## src/rtl/stack_sequencer_if.sv

```systemverilog
// Command/response bundle between the control unit and the stack sequencer.
// master = control unit (issues commands), slave = stack_sequencer.
interface stack_sequencer_if;
  logic        req_valid;
  logic        req_ready;
  logic [1:0]  req_op;
  logic [15:0] req_data;
  logic        rsp_valid;
  logic [15:0] rsp_data;
  logic [1:0]  rsp_err;

  modport master (
    output req_valid, req_op, req_data,
    input  req_ready, rsp_valid, rsp_data, rsp_err
  );

  modport slave (
    input  req_valid, req_op, req_data,
    output req_ready, rsp_valid, rsp_data, rsp_err
  );
endinterface

```

## src/rtl/stack_sequencer.sv

```systemverilog
// Request-level front end for the byte-wide hardware stack.
// Accepts PUSH8/POP8/CALL/RET, bound-checks them against stk_sp at accept,
// expands them into single-cycle push/pop strobes and returns data or a fault.
// Optional build macro STACK_SEQ_WATERMARK_EN adds low_water and fault_cnt.
module stack_sequencer #(
  parameter int              SP_W     = 16,
  parameter logic [SP_W-1:0] LIMIT_LO = '0,
  parameter logic [SP_W-1:0] LIMIT_HI = '1
) (
  input  logic             clk,
  input  logic             reset,
  stack_sequencer_if.slave bus,
  output logic             stk_enable,
  output logic             stk_decrement,
  output logic             stk_increment,
  output logic [7:0]       stk_wdata,
  input  logic [7:0]       stk_rdata,
  input  logic [SP_W-1:0]  stk_sp
`ifdef STACK_SEQ_WATERMARK_EN
  ,
  output logic [SP_W-1:0]  low_water,
  output logic [7:0]       fault_cnt
`endif
);

  typedef enum logic [2:0] {
    IDLE,
    PUSH_HI,
    PUSH_LO,
    POP_1,
    POP_2,
    POP_3,
    DONE
  } state_t;

  state_t      state;
  logic        two_q;
  logic [7:0]  data_lo_q;
  logic [7:0]  lo_q;

  logic        accept;
  logic        two_byte;
  logic        is_push;
  logic [SP_W:0] nbytes;
  logic        push_ok;
  logic        pop_ok;
  logic        legal;

  // Bound check on the request in flight; extended by one bit so the
  // comparisons never wrap at the ends of the address range.
  always_comb begin
    accept   = bus.req_valid & bus.req_ready;
    two_byte = bus.req_op[1];
    is_push  = ~bus.req_op[0];
    nbytes   = {{(SP_W-1){1'b0}}, two_byte, ~two_byte};
    push_ok  = {1'b0, stk_sp} >= ({1'b0, LIMIT_LO} + nbytes);
    pop_ok   = ({1'b0, stk_sp} + nbytes) <= {1'b0, LIMIT_HI};
    legal    = is_push ? push_ok : pop_ok;
  end

  // Command payload and first popped byte; pure data, no reset needed.
  always_ff @(posedge clk) begin
    if (accept) begin
      two_q     <= two_byte;
      data_lo_q <= bus.req_data[7:0];
    end
    if (state == POP_2) lo_q <= stk_rdata;
  end

  // Sequencer FSM; strobes and response are registered together with the state.
  always_ff @(posedge clk or posedge reset) begin
    if (reset) begin
      state         <= IDLE;
      bus.req_ready <= 1'b1;
      stk_enable    <= 1'b0;
      stk_decrement <= 1'b0;
      stk_increment <= 1'b0;
      stk_wdata     <= 8'h00;
      bus.rsp_valid <= 1'b0;
      bus.rsp_data  <= 16'h0000;
      bus.rsp_err   <= 2'b00;
    end else begin
      case (state)
        IDLE: begin
          if (accept) begin
            bus.req_ready <= 1'b0;
            if (!legal) begin
              state         <= DONE;
              bus.rsp_valid <= 1'b1;
              bus.rsp_data  <= 16'h0000;
              bus.rsp_err   <= is_push ? 2'b01 : 2'b10;
            end else if (is_push) begin
              stk_enable    <= 1'b1;
              stk_decrement <= 1'b1;
              if (two_byte) begin
                state     <= PUSH_HI;
                stk_wdata <= bus.req_data[15:8];
              end else begin
                state     <= PUSH_LO;
                stk_wdata <= bus.req_data[7:0];
              end
            end else begin
              state         <= POP_1;
              stk_enable    <= 1'b1;
              stk_increment <= 1'b1;
            end
          end
        end
        PUSH_HI: begin
          state     <= PUSH_LO;
          stk_wdata <= data_lo_q;
        end
        PUSH_LO: begin
          state         <= DONE;
          stk_enable    <= 1'b0;
          stk_decrement <= 1'b0;
          bus.rsp_valid <= 1'b1;
          bus.rsp_data  <= 16'h0000;
          bus.rsp_err   <= 2'b00;
        end
        POP_1: begin
          state <= POP_2;
          // RET keeps the pop strobe up for its second byte.
          if (!two_q) begin
            stk_enable    <= 1'b0;
            stk_increment <= 1'b0;
          end
        end
        POP_2: begin
          stk_enable    <= 1'b0;
          stk_increment <= 1'b0;
          if (two_q) begin
            state <= POP_3;
          end else begin
            state         <= DONE;
            bus.rsp_valid <= 1'b1;
            bus.rsp_data  <= {8'h00, stk_rdata};
            bus.rsp_err   <= 2'b00;
          end
        end
        POP_3: begin
          state         <= DONE;
          bus.rsp_valid <= 1'b1;
          bus.rsp_data  <= {stk_rdata, lo_q};
          bus.rsp_err   <= 2'b00;
        end
        DONE: begin
          state         <= IDLE;
          bus.rsp_valid <= 1'b0;
          bus.req_ready <= 1'b1;
        end
        default: begin
          state         <= IDLE;
          bus.req_ready <= 1'b1;
          stk_enable    <= 1'b0;
          stk_decrement <= 1'b0;
          stk_increment <= 1'b0;
          bus.rsp_valid <= 1'b0;
        end
      endcase
    end
  end

`ifdef STACK_SEQ_WATERMARK_EN
  logic [SP_W-1:0] sp_after_push;

  always_comb sp_after_push = stk_sp - SP_W'(1);

  // Track deepest push excursion and count fault responses (saturating).
  always_ff @(posedge clk or posedge reset) begin
    if (reset) begin
      low_water <= LIMIT_HI;
      fault_cnt <= 8'h00;
    end else begin
      if (stk_enable && stk_decrement && (sp_after_push < low_water))
        low_water <= sp_after_push;
      if ((state == IDLE) && accept && !legal && (fault_cnt != 8'hFF))
        fault_cnt <= fault_cnt + 8'h01;
    end
  end
`endif

endmodule

```

## src/flat_wrapper.sv

```systemverilog
// flat-port wrapper written by rule: the top's interface ports become plain ports
module stack_sequencer_flat 
#(
  parameter int              SP_W     = 16,
  parameter logic [SP_W-1:0] LIMIT_LO = '0,
  parameter logic [SP_W-1:0] LIMIT_HI = '1
)
  (clk, reset, stk_enable, stk_decrement, stk_increment, stk_wdata, stk_rdata, stk_sp, bus_req_valid, bus_req_op, bus_req_data, bus_req_ready, bus_rsp_valid, bus_rsp_data, bus_rsp_err);
  stack_sequencer_if bus_i ();
  input  logic clk;
  input  logic reset;
  output logic stk_enable;
  output logic stk_decrement;
  output logic stk_increment;
  output logic [7:0] stk_wdata;
  input  logic [7:0] stk_rdata;
  input  logic [SP_W-1:0] stk_sp;
  input wire logic [$bits(bus_i.req_valid)-1:0] bus_req_valid;
  input wire logic [$bits(bus_i.req_op)-1:0] bus_req_op;
  input wire logic [$bits(bus_i.req_data)-1:0] bus_req_data;
  output wire logic [$bits(bus_i.req_ready)-1:0] bus_req_ready;
  output wire logic [$bits(bus_i.rsp_valid)-1:0] bus_rsp_valid;
  output wire logic [$bits(bus_i.rsp_data)-1:0] bus_rsp_data;
  output wire logic [$bits(bus_i.rsp_err)-1:0] bus_rsp_err;
  assign bus_i.req_valid = bus_req_valid;
  assign bus_i.req_op = bus_req_op;
  assign bus_i.req_data = bus_req_data;
  assign bus_req_ready = bus_i.req_ready;
  assign bus_rsp_valid = bus_i.rsp_valid;
  assign bus_rsp_data = bus_i.rsp_data;
  assign bus_rsp_err = bus_i.rsp_err;
  stack_sequencer #(.SP_W(SP_W), .LIMIT_LO(LIMIT_LO), .LIMIT_HI(LIMIT_HI)) u_core (.clk(clk), .reset(reset), .bus(bus_i), .stk_enable(stk_enable), .stk_decrement(stk_decrement), .stk_increment(stk_increment), .stk_wdata(stk_wdata), .stk_rdata(stk_rdata), .stk_sp(stk_sp));
endmodule
```

## config.mk

```make
export PLATFORM = sky130hd
export DESIGN_NAME = stack_sequencer_flat
export DESIGN_NICKNAME = d
export VERILOG_FILES = /design/src/rtl/stack_sequencer_if.sv /design/src/rtl/stack_sequencer.sv /design/src/flat_wrapper.sv
export SDC_FILE = /design/constraint.sdc
export NUM_CORES = 1
export LEC_CHECK = 0
export CAP_MARGIN = 5
export CORE_ASPECT_RATIO = 0.9
export CORE_UTILIZATION = 51
export CTS_CLUSTER_DIAMETER = 30
export DETAILED_ROUTE_END_ITERATION = 7
export DONT_BUFFER_PORTS = 1
export HOLD_SLACK_MARGIN = 0.02
export PLACE_DENSITY = 0.71
export SLEW_MARGIN = 25
export SYNTH_ARGS = -nofsm -noshare
export SYNTH_HDL_FRONTEND = slang
export SYNTH_SLANG_ARGS = --single-unit
export TNS_END_PERCENT = 50
```

## constraint.sdc

```tcl
create_clock -name clk -period 1.7 [get_ports clk]
set_input_delay 0.425 -clock clk [delete_from_list [all_inputs] [get_ports clk]]
set_output_delay 0.425 -clock clk [all_outputs]
set_load 0.02 [all_outputs]
```

; ---- After elaboration in Yosys (flattened, before gate mapping)
; Cells that the tools add are included.
; W data, S select, Z words.
[classes]
n_addsub = 1
order_cmp = 2
n_eq_ne = 13
n_mux = 39
n_bitwise = 7
n_reduce_logical = 18
[op_table]
columns = operator, count
row1 = $pmux W16 S4, 1
row2 = $mux W16, 3
row3 = $mux W8, 4
row4 = $reduce_and A4 Y1, 6
row5 = $add A16 B2 Y17, 1
row6 = $le A17 B16 Y1 const B, 1
row7 = $ge A16 B2 Y1, 1
row8 = $pmux W8 S2, 1
row9 = $pmux W3 S5, 1
row10 = $mux W1, 14
row11 = $mux W2, 7
row12 = $ne A2 B2 Y1 const B, 5
row13 = $reduce_or A5 Y1, 2
row14 = $eq A3 B3 Y1 const B, 3
row15 = $eq A3 B2 Y1 const B, 2
row16 = $mux W3, 2
row17 = $not A1 Y1, 6
row18 = $pmux W1 S3, 2
row19 = $pmux W2 S3, 1
row20 = $reduce_and A5 Y1, 1
row21 = $ne A2 B1 Y1 const B, 2
row22 = $pmux W1 S2, 2
row23 = $pmux W1 S4, 1
row24 = $reduce_bool A4 Y1, 1
row25 = other kinds (9), 10
[totals]
ff_bits = 51
input_bits = 45
out_inout_bits = 31
wordCells = 92

; ---- Longest topological paths before layout
[depth]
ltp_word = 7
ltp_mapped = 9
mapped_depth_nobuf = 8

; ---- Least setup slack after synthesis
; No wires, ideal clock.
[synth_path]
path_type = input -> register
startpoint = input bus_req_op[1]
endpoint = register u_core.bus.rsp_data[10]
setup_ps = 121
t_arrival_ps = 2442
t_required_ps = 1579
slack_ps = -863
stages = 9
n_path_buf = 2
path_cell_list = clkbuf_1 > inv_1 > ha_1 > fa_1 > nand4_1 > or4_1 > a311o_1 > buf_6 > a22o_1
[synth_via]
elab_chain_cells = 6
elab_cells_between_ends = 7
cone_classes = add/sub: 1 / order compare: 2 / eq/ne: 1 / mux: 1 / bitwise: 1 / reduce/logical: 1
[synth_rtl]
columns = element, line
row1 = "start, declared", flat_wrapper.sv:19  ; input wire logic [$bits(bus_i.req_op)-1:0] bus_req_op;
row2 = $not A1 Y1, stack_sequencer.sv:55  ; nbytes = {{(SP_W-1){1'b0}}, two_byte, ~two_byte};
row3 = $add A16 B2 Y17, stack_sequencer.sv:57  ; pop_ok = ({1'b0, stk_sp} + nbytes) <= {1'b0, LIMIT_HI};
row4 = $le A17 B16 Y1, stack_sequencer.sv:57
row5 = $mux W1 (*), stack_sequencer.sv:58  ; legal = is_push ? push_ok : pop_ok;
row6 = $ne A2 B2 Y1 (no source line) (*), n/a
row7 = $reduce_and A4 Y1 (no source line) (*), n/a
row8 = "end signal, assigned", stack_sequencer.sv:137  ; bus.rsp_data <= {8'h00, stk_rdata};
row9 = "end signal, assigned", stack_sequencer.sv:144  ; bus.rsp_data <= {stk_rdata, lo_q};
row10 = "end, declared", stack_sequencer_if.sv:19  ; output req_ready, rsp_valid, rsp_data, rsp_err
; Mark *: on every way between the ends. The rest lies on a longest branch, timed or not.
; A chain may end at the register's enable or synchronous reset.

; ---- Worst setup path in the final report
[layout_path]
startpoint = register u_core.bus.req_ready
endpoint = register u_core.bus.rsp_data[14]
[layout_via]
elab_chain_cells = 3
[layout_rtl]
columns = element, line
row1 = "start, declared", stack_sequencer_if.sv:19
row2 = "start signal, assigned", stack_sequencer.sv:74  ; bus.req_ready <= 1'b1;
row3 = "start signal, assigned", stack_sequencer.sv:86  ; bus.req_ready <= 1'b0;
row4 = "start signal, assigned", stack_sequencer.sv:150  ; bus.req_ready <= 1'b1;
row5 = $and A1 B1 Y1, stack_sequencer.sv:52  ; accept = bus.req_valid & bus.req_ready;
row6 = $ne A2 B1 Y1 (no source line), n/a
row7 = $reduce_and A4 Y1 (no source line), n/a
; No other way between the ends.

==> flow_summary.yaml <==
yosys:
  yosys_most_used_dff: "dfrtp_1"
  synth.cell_area_sq_mm: 0.00246
  yosys_warnings: 0
  ys_types: 42
  synthArstFlopShare: 0.667
  synth_top_cell_by_area: "dfrtp_1"
  synth_top_area_frac: 0.335
  avgSynthCellArea_sq_um: 11.7
  ys_seq_area_frac: 0.553
  synth_cells: 211
  syn-num-nets: 260
  yosysMostFrequentCell: "dfrtp_1"
  yosys-top-cells-area: "dfrtp_1 (34%), edfxtp_1 (21%), mux2i_1 (6.5%)"
  ys_ff_latch: 51
  synth_common_cells: "dfrtp_1 (33), nand2_1 (25), edfxtp_1 (17)"
  synth_edf_count: 17
critical_path:
  end_kind: "flop"
  critPathKind: "flop to flop"
  cp_max_fo: 10
  cp.arrival_ns: 2.02
  worst_setup_path_start_kind: "flop"
  worstPathRequired_ns: 1.89
detailed_routing:
  met2_length_um: 2800
  wire_per_inst_um: 19.4
  drt-pass1-iter-count: 4
  drc_errors: 0
  vias_per_cell: 6.16
  drt-met1-wl_um: 2480
  dr_wl_met3_um: 429
  routed.top_layer: "met4"
  drt_iter0_markers: 142
  ant_nets: 0
  vias: 1841
  drt_wl_total_um: 5810
final_layout:
  final_area_sq_mm: 0.00293
  final_cells: 299
  area.growth.synth_to_final_pct: 18.9
  fin_nets: 285
  n_antenna_cell: 0
  drive_gt1_frac: 0.278
placement:
  dpl-instance-area_sq_mm: 0.00274
  place.gp.congestion: 0.833
  dp.cells: 289
  hpwl_um: 4200
  io_buffers: 0
cts:
  h-tree-depth: 2
  cts.sinks: 51
  clk_path_buf_depth: 2
  cts_made_buffers: 5
  cts_root_buffer: "clkbuf_8"
  cts_tree: "done"
  path_clk_slew_ns: 0.10
  hold_buffers: 0
  clk-insertion-delay-late_ns: 0.31
timing:
  rsz0062_at_grt: "yes"
  max_slew.worst_pin.slew_ns: 0.441
  min_period_ns: 1.82
  worst_slack_ns: -0.122
  setup_viol: 18
  relSlewSlack: 0.706
  fin_skew_ns: 0.00931
  fin_tns_setup_ns: -1.11
  fmax_mhz: 549
  fin_crit_sh: 1.07
  drv_slew: 0
  hold_viol_final: 0
floorplanning:
  die_height_um: 67.9
  die-area_sq_mm: 0.00511
  fp.dieW_um: 75.3
  initial_utilization: 0.542
  ios: 76
  coreArea_sq_mm: 0.00455
  row_count: 23
power_and_ir_drop:
  irDropWorstVdd_uv: 939
  power.density_mw_per_mm2: 1810
  leakage_nw: 1.20
global_route:
  grt_pass1_wl_um: 9010
  overflow: 0
  track_usage: 0.245
  grt_pass1_vias: 1851
  antenna_found_initial: 0
  grt_max_degree: 35
run:
  maxCapViolations: 0
status:
  status: "finished with violations"
  violations: "setup timing"
min_path:
  hp-class: "input port to asynchronous set/reset pin"
final cells by class:
| cell class | instances | area [sq um] |
|---|---|---|
| tap | 62 | 77.6 |
| inverter | 8 | 42.5 |
| multi-input combinational | 141 | 1100 |
| fill | 379 | 1620 |
| clock buffer | 5 | 68.8 |
| clock inverter | 3 | 27.5 |
| timing repair buffer | 29 | 250 |
| sequential | 51 | 1360 |
through the flow:
step / utilization / setup slack, ns / total power, W / hold slack [ns]
3_3_place_gp: 0.602 / -0.428 / 0.00428 / 0.430
2_1_floorplan: - / -0.534 / 0.00375 / 0.426
6_report: 0.644 / -0.122 / 0.00530 / 0.0942
5_1_grt: 0.644 / -0.164 / 0.00559 / 0.128
4_1_cts: 0.638 / -0.136 / 0.00524 / 0.114
3_5_place_dp: 0.602 / -0.486 / 0.00439 / 0.450
per-layer routing:
layer  vias up  track usage
li1        843            -
met1       909        0.327
met2        76        0.389
met3        13       0.0604
met4         0       0.0926
met5         -            0
report_power, final:
group	internal (W)	switching, W	total (W)
clock network	0.000303	0.000427	0.000729
registers	0.00175	0.000678	0.00243
logic	0.00101	0.00113	0.00214
total	0.00306	0.00224	0.00530
cells in the final DEF (no fill, tap or decap), types with 3 or more instances in the layout:
master    Yosys  final
a21boi_0      3      3
a21oi_1       5      4
a22o_1       16     16
buf_4         3     25
clkbuf_8      0      5
dfrtp_1      33     33
edfxtp_1     17     17
inv_1         8      6
mux2_2        8      8
mux2i_1      16     14
nand2_1      25     25
nand4_1       5      5
nor2_1        5      5
nor3_1        7      6
nor4_2        3      3
o21ai_0      13      7
o21ai_1       0      6
o31ai_1       8      8
sequential cells by signal, summed over array words and instances, names as in the netlist:
name	flops
u_core.bus.req_ready	1
u_core.bus.rsp_data	16
u_core.bus.rsp_err	2
u_core.bus.rsp_valid	1
u_core.data_lo_q	8
u_core.lo_q	8
u_core.state	3
u_core.stk_decrement	1
u_core.stk_enable	1
u_core.stk_increment	1
u_core.stk_wdata	8
u_core.two_q	1
worst max-delay path, cell delays in order (launching register included):
cell and delay [ns]:
dfstp_2 0.54, nand2_1 0.09, a221o_1 0.34, a311o_1 0.39, buf_12 0.16, a22o_1 0.18
logic make-up after synthesis:
family	Yosys count	share of synthesized area
simple gates	57	0.120
mux	24	0.102
flops	51	0.553
buf+inv	20	0.0391
fa+ha+maj	4	0.0234
compound gates	55	0.163
repair_timing:
item	CTS	global route
setup buffers	1	1
cloned	1	0
endpoints found under the hold margin	0	0
pin swaps	12	3
setup endpoints to repair	24	28
resized for setup	10	12
worst paths after layout:
kind,start,to,cells past startpoint,slack [ns]
setup / recovery,u_core.bus.req_ready$_DFFE_PP1P_,u_core.bus.rsp_data[14]$_DFFE_PP0P_,5,-0.12
hold / removal,reset,u_core.bus.rsp_valid$_DFFE_PP0P_,2,0.09
setup reg to reg,u_core.bus.req_ready$_DFFE_PP1P_,u_core.bus.rsp_data[14]$_DFFE_PP0P_,5,-0.12
hold reg to reg,u_core.data_lo_q[7]$_DFFE_PP_,u_core.stk_wdata[7]$_DFFE_PP0P_,2,0.45
max in group asynchronous,reset,u_core.bus.req_ready$_DFFE_PP1P_,2,1.26
min in group clk,bus_req_valid,u_core.bus.req_ready$_DFFE_PP1P_,1,0.17
No activity file was read; power rests on OpenSTA's default activity.
